[src/rtl/yutorina_bus_master_ctrl_pkg.sv]
// Shared definitions for the bus master sequencer: FSM state encodings,
// state width and parameter defaults.
package yutorina_bus_master_ctrl_pkg;

  localparam int unsigned MST_STATE_W = 2;

  typedef enum logic [MST_STATE_W-1:0] {
    YUTORINA_BUS_MST_IDLE   = 2'd0,
    YUTORINA_BUS_MST_REQ    = 2'd1,
    YUTORINA_BUS_MST_ACCESS = 2'd2,
    YUTORINA_BUS_MST_WAIT   = 2'd3
  } mst_state_e;

  localparam int unsigned DEF_ADDR_W   = 30;
  localparam int unsigned DEF_DATA_W   = 32;
  localparam int unsigned DEF_TO_W     = 8;
  localparam int unsigned DEF_TO_LIMIT = 255;

endpackage

[src/rtl/yutorina_bus_timeout.sv]
// Slave-response watchdog: counts enabled cycles since the last clear and
// flags the cycle that is the TO_LIMIT-th one (never fires when TO_LIMIT is 0).
module yutorina_bus_timeout #(
  parameter int unsigned TO_W     = 8,
  parameter int unsigned TO_LIMIT = 255
) (
  input  logic i_clk,
  input  logic i_rst_n,
  input  logic i_clr,
  input  logic i_en,
  output logic o_expired
);

  localparam logic [TO_W-1:0] LAST = TO_W'((TO_LIMIT == 0) ? 0 : TO_LIMIT - 1);

  logic [TO_W-1:0] r_cnt;

  // Saturates on the last allowed cycle so a late clear is never missed.
  always_ff @(posedge i_clk or negedge i_rst_n) begin
    if (!i_rst_n) begin
      r_cnt <= '0;
    end else if (i_clr) begin
      r_cnt <= '0;
    end else if (i_en && (r_cnt != LAST)) begin
      r_cnt <= r_cnt + TO_W'(1);
    end
  end

  assign o_expired = (TO_LIMIT != 0) && i_en && (r_cnt == LAST);

endmodule

[src/rtl/yutorina_bus_master_ctrl.sv]
// Per-master bus access sequencer: holds one CPU access, arbitrates for the
// shared bus, strobes the address once and waits for the slave or a timeout.
module yutorina_bus_master_ctrl
  import yutorina_bus_master_ctrl_pkg::*;
#(
  parameter int unsigned ADDR_W   = DEF_ADDR_W,
  parameter int unsigned DATA_W   = DEF_DATA_W,
  parameter int unsigned TO_W     = DEF_TO_W,
  parameter int unsigned TO_LIMIT = DEF_TO_LIMIT
) (
  input  logic                   i_clk,
  input  logic                   i_rst_n,
  input  logic                   i_req_n,
  input  logic                   i_rw,
  input  logic [ADDR_W-1:0]      i_addr,
  input  logic [DATA_W-1:0]      i_wr_data,
  output logic [DATA_W-1:0]      o_rd_data,
  output logic                   o_ack_n,
  output logic                   o_err_n,
  output logic                   o_busy,
  output logic                   o_bus_req_n,
  input  logic                   i_bus_grant_n,
  output logic                   o_bus_as_n,
  output logic                   o_bus_rw,
  output logic [ADDR_W-1:0]      o_bus_addr,
  output logic [DATA_W-1:0]      o_bus_wr_data,
  input  logic [DATA_W-1:0]      i_bus_rd_data,
  input  logic                   i_bus_rdy_n,
  output logic [MST_STATE_W-1:0] o_state
);

  // Handshakes are active-low levels sampled on the rising edge: req_n only in
  // IDLE, grant_n only in REQ, rdy_n only in ACCESS/WAIT; ack_n is a 1-cycle pulse.
  mst_state_e        r_state, w_state_nxt;
  logic              r_lat_rw, w_lat_rw_nxt;
  logic [ADDR_W-1:0] r_lat_addr, w_lat_addr_nxt;
  logic [DATA_W-1:0] r_lat_wr_data, w_lat_wr_data_nxt;

  logic              r_bus_req_n, w_bus_req_n_nxt;
  logic              r_bus_as_n, w_bus_as_n_nxt;
  logic              r_ack_n, w_ack_n_nxt;
  logic              r_err_n, w_err_n_nxt;
  logic              r_busy, w_busy_nxt;
  logic              r_bus_rw, w_bus_rw_nxt;
  logic [ADDR_W-1:0] r_bus_addr, w_bus_addr_nxt;
  logic [DATA_W-1:0] r_bus_wr_data, w_bus_wr_data_nxt;
  logic [DATA_W-1:0] r_rd_data, w_rd_data_nxt;

  logic w_grant, w_in_xfer, w_rdy, w_expired, w_timeout, w_done;

  assign w_grant   = (r_state == YUTORINA_BUS_MST_REQ) && !i_bus_grant_n;
  assign w_in_xfer = (r_state == YUTORINA_BUS_MST_ACCESS) || (r_state == YUTORINA_BUS_MST_WAIT);
  assign w_rdy     = w_in_xfer && !i_bus_rdy_n;
  assign w_timeout = w_in_xfer && i_bus_rdy_n && w_expired;
  assign w_done    = w_rdy || w_timeout;

  yutorina_bus_timeout #(
    .TO_W     (TO_W),
    .TO_LIMIT (TO_LIMIT)
  ) u_timeout (
    .i_clk     (i_clk),
    .i_rst_n   (i_rst_n),
    .i_clr     (w_grant),
    .i_en      (w_in_xfer),
    .o_expired (w_expired)
  );

  always_ff @(posedge i_clk or negedge i_rst_n) begin
    if (!i_rst_n) begin
      r_state <= YUTORINA_BUS_MST_IDLE;
    end else begin
      r_state <= w_state_nxt;
    end
  end

  always_comb begin
    w_state_nxt = r_state;
    case (r_state)
      YUTORINA_BUS_MST_IDLE:   if (!i_req_n) w_state_nxt = YUTORINA_BUS_MST_REQ;
      YUTORINA_BUS_MST_REQ:    if (!i_bus_grant_n) w_state_nxt = YUTORINA_BUS_MST_ACCESS;
      YUTORINA_BUS_MST_ACCESS: w_state_nxt = w_done ? YUTORINA_BUS_MST_IDLE : YUTORINA_BUS_MST_WAIT;
      YUTORINA_BUS_MST_WAIT:   if (w_done) w_state_nxt = YUTORINA_BUS_MST_IDLE;
      default:                 w_state_nxt = YUTORINA_BUS_MST_IDLE;
    endcase
  end

  always_comb begin
    w_lat_rw_nxt      = r_lat_rw;
    w_lat_addr_nxt    = r_lat_addr;
    w_lat_wr_data_nxt = r_lat_wr_data;
    w_bus_req_n_nxt   = r_bus_req_n;
    w_bus_as_n_nxt    = 1'b1;
    w_ack_n_nxt       = 1'b1;
    w_err_n_nxt       = 1'b1;
    w_busy_nxt        = r_busy;
    w_bus_rw_nxt      = r_bus_rw;
    w_bus_addr_nxt    = r_bus_addr;
    w_bus_wr_data_nxt = r_bus_wr_data;
    w_rd_data_nxt     = r_rd_data;
    case (r_state)
      YUTORINA_BUS_MST_IDLE: begin
        // Dropping bus_req_n here forces re-arbitration between accesses.
        w_bus_req_n_nxt = 1'b1;
        w_busy_nxt      = 1'b0;
        if (!i_req_n) begin
          w_lat_rw_nxt      = i_rw;
          w_lat_addr_nxt    = i_addr;
          w_lat_wr_data_nxt = i_wr_data;
          w_bus_req_n_nxt   = 1'b0;
          w_busy_nxt        = 1'b1;
        end
      end
      YUTORINA_BUS_MST_REQ: begin
        if (!i_bus_grant_n) begin
          w_bus_rw_nxt      = r_lat_rw;
          w_bus_addr_nxt    = r_lat_addr;
          w_bus_wr_data_nxt = r_lat_wr_data;
          w_bus_as_n_nxt    = 1'b0;
        end
      end
      YUTORINA_BUS_MST_ACCESS, YUTORINA_BUS_MST_WAIT: begin
        if (w_done) begin
          w_rd_data_nxt     = (r_lat_rw && w_rdy) ? i_bus_rd_data : '0;
          w_ack_n_nxt       = 1'b0;
          w_err_n_nxt       = !w_timeout;
          w_bus_req_n_nxt   = 1'b1;
          w_busy_nxt        = 1'b0;
          w_bus_rw_nxt      = 1'b1;
          w_bus_addr_nxt    = '0;
          w_bus_wr_data_nxt = '0;
        end
      end
      default: begin
        w_bus_req_n_nxt = 1'b1;
        w_busy_nxt      = 1'b0;
      end
    endcase
  end

  always_ff @(posedge i_clk or negedge i_rst_n) begin
    if (!i_rst_n) begin
      r_lat_rw      <= 1'b1;
      r_lat_addr    <= '0;
      r_lat_wr_data <= '0;
      r_bus_req_n   <= 1'b1;
      r_bus_as_n    <= 1'b1;
      r_ack_n       <= 1'b1;
      r_err_n       <= 1'b1;
      r_busy        <= 1'b0;
      r_bus_rw      <= 1'b1;
      r_bus_addr    <= '0;
      r_bus_wr_data <= '0;
      r_rd_data     <= '0;
    end else begin
      r_lat_rw      <= w_lat_rw_nxt;
      r_lat_addr    <= w_lat_addr_nxt;
      r_lat_wr_data <= w_lat_wr_data_nxt;
      r_bus_req_n   <= w_bus_req_n_nxt;
      r_bus_as_n    <= w_bus_as_n_nxt;
      r_ack_n       <= w_ack_n_nxt;
      r_err_n       <= w_err_n_nxt;
      r_busy        <= w_busy_nxt;
      r_bus_rw      <= w_bus_rw_nxt;
      r_bus_addr    <= w_bus_addr_nxt;
      r_bus_wr_data <= w_bus_wr_data_nxt;
      r_rd_data     <= w_rd_data_nxt;
    end
  end

  assign o_rd_data     = r_rd_data;
  assign o_ack_n       = r_ack_n;
  assign o_err_n       = r_err_n;
  assign o_busy        = r_busy;
  assign o_bus_req_n   = r_bus_req_n;
  assign o_bus_as_n    = r_bus_as_n;
  assign o_bus_rw      = r_bus_rw;
  assign o_bus_addr    = r_bus_addr;
  assign o_bus_wr_data = r_bus_wr_data;
  assign o_state       = r_state;

endmodule
[config.mk]
export PLATFORM = sky130hd
export DESIGN_NAME = yutorina_bus_master_ctrl
export DESIGN_NICKNAME = d
export VERILOG_FILES = /design/src/rtl/yutorina_bus_master_ctrl_pkg.sv /design/src/rtl/yutorina_bus_timeout.sv /design/src/rtl/yutorina_bus_master_ctrl.sv
export SDC_FILE = /design/constraint.sdc
export NUM_CORES = 1
export LEC_CHECK = 0
export ABC_AREA = 1
export CORE_MARGIN = 10
export CORE_UTILIZATION = 36
export DETAILED_ROUTE_END_ITERATION = 10
export SLEW_MARGIN = 5
export SYNTH_ARGS = -nofsm -noshare
export SYNTH_HDL_FRONTEND = slang
export SYNTH_SLANG_ARGS = --single-unit
[constraint.sdc]
create_clock -name i_clk -period 4.96 [get_ports i_clk]
set_clock_uncertainty 0.15 [all_clocks]
set_input_delay 1.488 -clock i_clk [delete_from_list [all_inputs] [get_ports i_clk]]
set_output_delay 1.488 -clock i_clk [all_outputs]
set_load 0.005 [all_outputs]
==> results of run 1 <==
## final timing paths
kind                               start                end  slack [ns]  cells past startpoint
max reg2reg                   o_state[1]     o_bus_addr[17]        1.98                      6
min in group asynchronous        i_rst_n     o_bus_addr[23]        0.98                      1
max in group asynchronous        i_rst_n  o_bus_wr_data[21]        2.71                      2
min reg2reg                o_rd_data[13]      o_rd_data[13]        0.34                      2
max                           o_state[1]         o_state[1]        1.20                      2
min                        o_rd_data[13]      o_rd_data[13]        0.34                      2
## logic make-up after synthesis
logic type / count (synthesis) / synth area share
XOR/XNOR: 3 / 0.00352
flip-flops: 173 / 0.582
AND/OR/NAND/NOR: 406 / 0.237
adder cells (fa/ha/maj): 2 / 0.00336
buffers and inverters: 160 / 0.105
AO/OA/AOI/OAI: 99 / 0.0669
multiplexers: 2 / 0.00285
## cell usage in the layout (no fill, tap or decap), types with 3 or more instances in the layout
cell type        count
clkdlybuf4s50_1    200
nand2_1            188
dfrtp_1            166
nor2_1             129
inv_1              103
nand4_1             69
a21oi_1             64
o21ai_1             18
clkbuf_16           17
o21ai_0             15
nand3_1              8
dfstp_2              6
buf_4                6
nand2_2              4
inv_6                4
clkinvlp_4           4
inv_8                4
xor2_1               3
## per-stage QoR
stage / hold slack, ns / setup slack, ns
final: 0.339 / 1.20
after global routing: 0.357 / 1.09
after floorplan: 0.326 / 2.56
after detailed placement: 0.323 / 1.08
after CTS: 0.342 / 1.18
after global placement: 0.315 / 1.10
## where the power goes
part / leakage [nW] / switching (mW) / internal, mW / total [mW]
Sequential: 2.06 / 0.316 / 2.06 / 2.38
Clock: 0.268 / 0.621 / 0.674 / 1.30
Combinational: 2.61 / 1.31 / 1.22 / 2.53
## per-layer routing
metal	global-route usage	vias up	part of all wire
met4	0.0406	0	0.0086
met5	0	-	0
met2	0.243	120	0.47
li1	-	3018	-
met3	0.0390	7	0.048
met1	0.203	2865	0.47
## cell type report
cell class	count	area, sq um
clock buffers	18	439
clock inverters	14	124
fillers	1993	10200
inverters	106	400
multi-input cells	512	2350
flip-flops and latches	173	4340
well taps	270	338
repair buffers	209	2100
## critical path, stage by stage (launching register included)
cell and delay (ns):
dfrtp_2 0.38, buf_4 0.66, clkdlybuf4s50_1 0.65
## registers in the layout (all words and copies together), names as in the netlist
| register | count |
|---|---|
| o_bus_as_n | 1 |
| o_err_n | 1 |
| o_rd_data | 32 |
| r_lat_rw | 1 |
| o_bus_rw | 1 |
| o_bus_addr | 30 |
| o_busy | 1 |
| o_state | 2 |
| r_lat_addr | 30 |
| o_bus_wr_data | 32 |
| o_ack_n | 1 |
| o_bus_req_n | 1 |
| r_lat_wr_data | 32 |
| u_timeout.r_cnt | 8 |
==> results_dict.tcl, run 1 <==
set metrics [dict create \
    clk_latency_ns 0.43 \
    worstPathMaxFanout 71 \
    grt_overflow_total 0 \
    die_h_um 164 \
    synth.area.top_cells "dfrtp_1, nand2_1, nor2_1" \
    drive_gt1_frac 0.0620 \
    rows 52 \
    slew_headroom 0.331 \
    setup_violations 0 \
    syn_nets 947 \
    design_area_sq_um 10100 \
    synth.top_cells.by_count "nand2_1, dfrtp_1, nor2_1" \
    routedWlPerCell_um 15.9 \
    clock_sinks 173 \
    yosysWarnings 0 \
    place_area_sq_um 9520 \
    tritoncts "done" \
    cts_root_buffer "clkbuf_16" \
    drcViolationCount 0 \
    dp_cells 1270 \
    ir_worst_vdd_mv 0.237 \
    fin_tns_setup_ns 0 \
    portBuffers 201 \
    power_density_nw_per_um2 615 \
    ys_ff_latch 173 \
    synthFlopType "dfrtp_1" \
    cp_data_arrival_time_ns 2.12 \
    grt_first_pass_wirelength_um 32800 \
    async_reset_ff_frac 1.00 \
    globalplace.congestion 0.746 \
    ys_types 27 \
    outcome "complete, no violations" \
    drtPass1Iterations 4 \
    grt_pass1_vias 5957 \
    worstMarginPinSlew_ns 1.00 \
    fp.dieW_um 164 \
    end_kind "output port" \
    yosysMostFrequentCell "nand2_1" \
    postCtsHoldBufs 0 \
    post_cts.repair.setup_buffers 0 \
    netlist_instances 845 \
    max_freq_mhz 266 \
    post-route-util 0.497 \
    hold_viol_final 0 \
    leakage_nw 4.94 \
    path_class "flop to output port" \
    final-instance-count-excl-fill 1302 \
    viasPerCell 4.62 \
    num_antenna_cells 0 \
    fin_crit_ns 3.76 \
    syn_to_final_growth_pct 35.2 \
    core-area_sq_um 20300 \
    synth_top_area_cell "dfrtp_1" \
    post_cts_resized 0 \
    yosys.area.top_type_share 0.560 \
    syn_area_sq_um 7460 \
    totalPowerFinal_mw 6.20 \
    hpwl_um 13400 \
    io_pins 202 \
    start_util 0.367 \
    hold_class "flop to flop" \
    required_ns 3.32 \
    grt_max_degree 103 \
    cp-start-kind "flop" \
    avgSynthCellArea_sq_um 8.83 \
    die_area_sq_um 26900 \
    clk_path_buf_depth 2 \
    fin_crit_sh 0.758 \
    grt_antenna_before_repair 0 \
    nets 1121 \
    max-cap-violations 0 \
    cts_made_buffers 17 \
    wl_um 20600 \
    vias 6010 \
    cts.clk_slew.worst_paths_ns 0.07 \
    ant_nets 0 \
    drt-initial-drc-count 327 \
    synth_edf_count 0 \
    slew_viol_final 0 \
    rsz0062_at_grt "false" \
    yosysSeqAreaShare 0.582 \
    cts_htree_levels 4 \
    grt_usage 0.153 \
]
Note: power is estimated with default switching activity, not from simulation.
==> inputs of run 2 (changes only) <==
Clock period 4.96 ns to 3.5 ns, I/O delays scaled along.
==> results_dict.tcl, run 2 (synthesized netlist as in run 1, its figures left out) <==
set metrics [dict create \
    power_frac_comb 0.404 \
    fin_crit_sh 0.769 \
    grt_pass1_vias 5897 \
    fin_crit_ns 2.69 \
    hold_viol_final 0 \
    setup_violations 0 \
    ff2ff_setup_slack_ns 1.23 \
    p_clk_frac 0.217 \
    cp_data_arrival_time_ns 1.49 \
    grt_antenna_before_repair 0 \
    wl_um 20900 \
    die_h_um 164 \
    cts_root_buffer "clkbuf_16" \
    die_area_sq_um 26900 \
    layout_setup_ws_ns 0.807 \
    io_pins 202 \
    fp.dieW_um 164 \
    nets 1128 \
    cp-start-kind "flop" \
    cts.clk_slew.worst_paths_ns 0.07 \
    clock_sinks 173 \
    clk_path_buf_depth 2 \
    grt_max_degree 69 \
    worstPathMaxFanout 2 \
    worstPathCellList "clkdlybuf4s50_1" \
    cts_htree_levels 4 \
    max-cap-violations 0 \
    syn_to_final_growth_pct 36.4 \
    routedWlPerCell_um 16.0 \
    post_cts.repair.setup_buffers 0 \
    cpLargestDelayFamily "flip-flops" \
    fillers 1997 \
    hpwl_um 14100 \
    drive_gt1_frac 0.0664 \
    crit_buf_inv 1 \
    grt_usage 0.155 \
    grt_overflow_total 0 \
    portBuffers 201 \
    num_antenna_cells 0 \
    p_int_mw 5.80 \
    holdWs_ns 0.333 \
    layout_common_cells "clkdlybuf4s50_1, nand2_1, dfrtp_1" \
    start_util 0.367 \
    max_stage_delay_ns 0.54 \
    ant_nets 0 \
    layout_commonest_cell "clkdlybuf4s50_1" \
    path_class "flop to output port" \
    dp_slack_ns 0.571 \
    slew_headroom 0.610 \
    drt-initial-drc-count 356 \
    globalplace.congestion 0.778 \
    vias 6053 \
    post_cts_resized 0 \
    core-area_sq_um 20300 \
    viasPerCell 4.62 \
    p_seq_frac 0.379 \
    worstMarginPinSlew_ns 0.585 \
    p_sw_frac 0.350 \
    outcome "complete, no violations" \
    slew_viol_final 0 \
    slowest_stage "dfstp_2" \
    hold_class "flop to flop" \
    cts_made_buffers 17 \
    drtPass1Iterations 5 \
    ir_worst_vdd_mv 0.363 \
    design_area_sq_um 10200 \
    tritoncts "done" \
    leakage_nw 5.00 \
    drcViolationCount 0 \
    end_kind "output port" \
    required_ns 2.30 \
    grt_first_pass_wirelength_um 33300 \
    postCtsHoldBufs 0 \
    rows 52 \
    switchingPower_mw 3.12 \
    max_freq_mhz 371 \
    fin_tns_setup_ns 0 \
    power_density_nw_per_um2 877 \
    clk_latency_ns 0.42 \
    rsz0062_at_grt "false" \
    place_area_sq_um 9570 \
]
run 2: changes by cell type in the layout (fill, tap and decap cells not counted):
| cell | change |
|---|---|
| buf_4 | +7 |
| inv_8 | -4 |
| bufinv_16 | +3 |
| clkinvlp_4 | -3 |
| clkbuf_1 | +2 |
| clkinv_2 | +2 |
| clkinv_4 | +2 |
| clkbuf_8 | -1 |
| inv_6 | -1 |
run 2: path summary, 6_finish.rpt:
kind,start,end,cells past startpoint
worst min-delay path,o_rd_data[13],o_rd_data[13],2
worst max register to register,o_state[1],o_bus_addr[26],8
max in group asynchronous,i_rst_n,o_bus_req_n,2
worst max-delay path,o_bus_rw,o_bus_rw,1
worst min register to register,o_rd_data[13],o_rd_data[13],2
min in group asynchronous,i_rst_n,r_lat_addr[20],1
run 2: per-stage QoR:
step           instances  total power [mW]  utilization
2_1_floorplan        845              5.33            -
3_3_place_gp        1277              7.02        0.472
3_5_place_dp        1277              7.08        0.472
4_1_cts             1309              9.06        0.501
5_1_grt             1309              9.64        0.501
6_report            1309              8.92        0.501
run 2: power groups by stage:
| stage | Clock [mW] | Combinational [mW] | Sequential (mW) |
|---|---|---|---|
| after floorplan | 0 | 1.96 | 3.36 |
| after global placement | 0 | 3.62 | 3.40 |
| after detailed placement | 0 | 3.68 | 3.41 |
| after CTS | 1.98 | 3.69 | 3.38 |
| after global routing | 2.07 | 4.08 | 3.49 |
| final | 1.94 | 3.60 | 3.38 |
run 2: cell type report:
| cell class | count | area (sq um) | area share |
|---|---|---|---|
| clock buffer | 19 | 433 | 0.0426 |
| clock inverter | 13 | 165 | 0.0162 |
| inverter | 106 | 400 | 0.0394 |
| multi-input combinational | 512 | 2350 | 0.231 |
| sequential | 173 | 4340 | 0.426 |
| tap | 270 | 338 | 0.0332 |
| timing repair buffer | 216 | 2150 | 0.211 |
run 2: metal layers:
layer / part of all wire / GRT usage / wire, um / up-vias
met3: 0.049 / 0.0370 / 1030 / 13
met1: 0.46 / 0.210 / 9700 / 2884
li1: - / - / - / 3022
met2: 0.48 / 0.244 / 9990 / 134
met4: 0.0096 / 0.0366 / 200 / 0
met5: 0 / 0 / 0 / -
run 2: worst min-delay path, cell delays in order, from the launching register on:
cell	delay, ns
dfrtp_1	0.34
nand2_1	0.05
o21ai_0	0.06
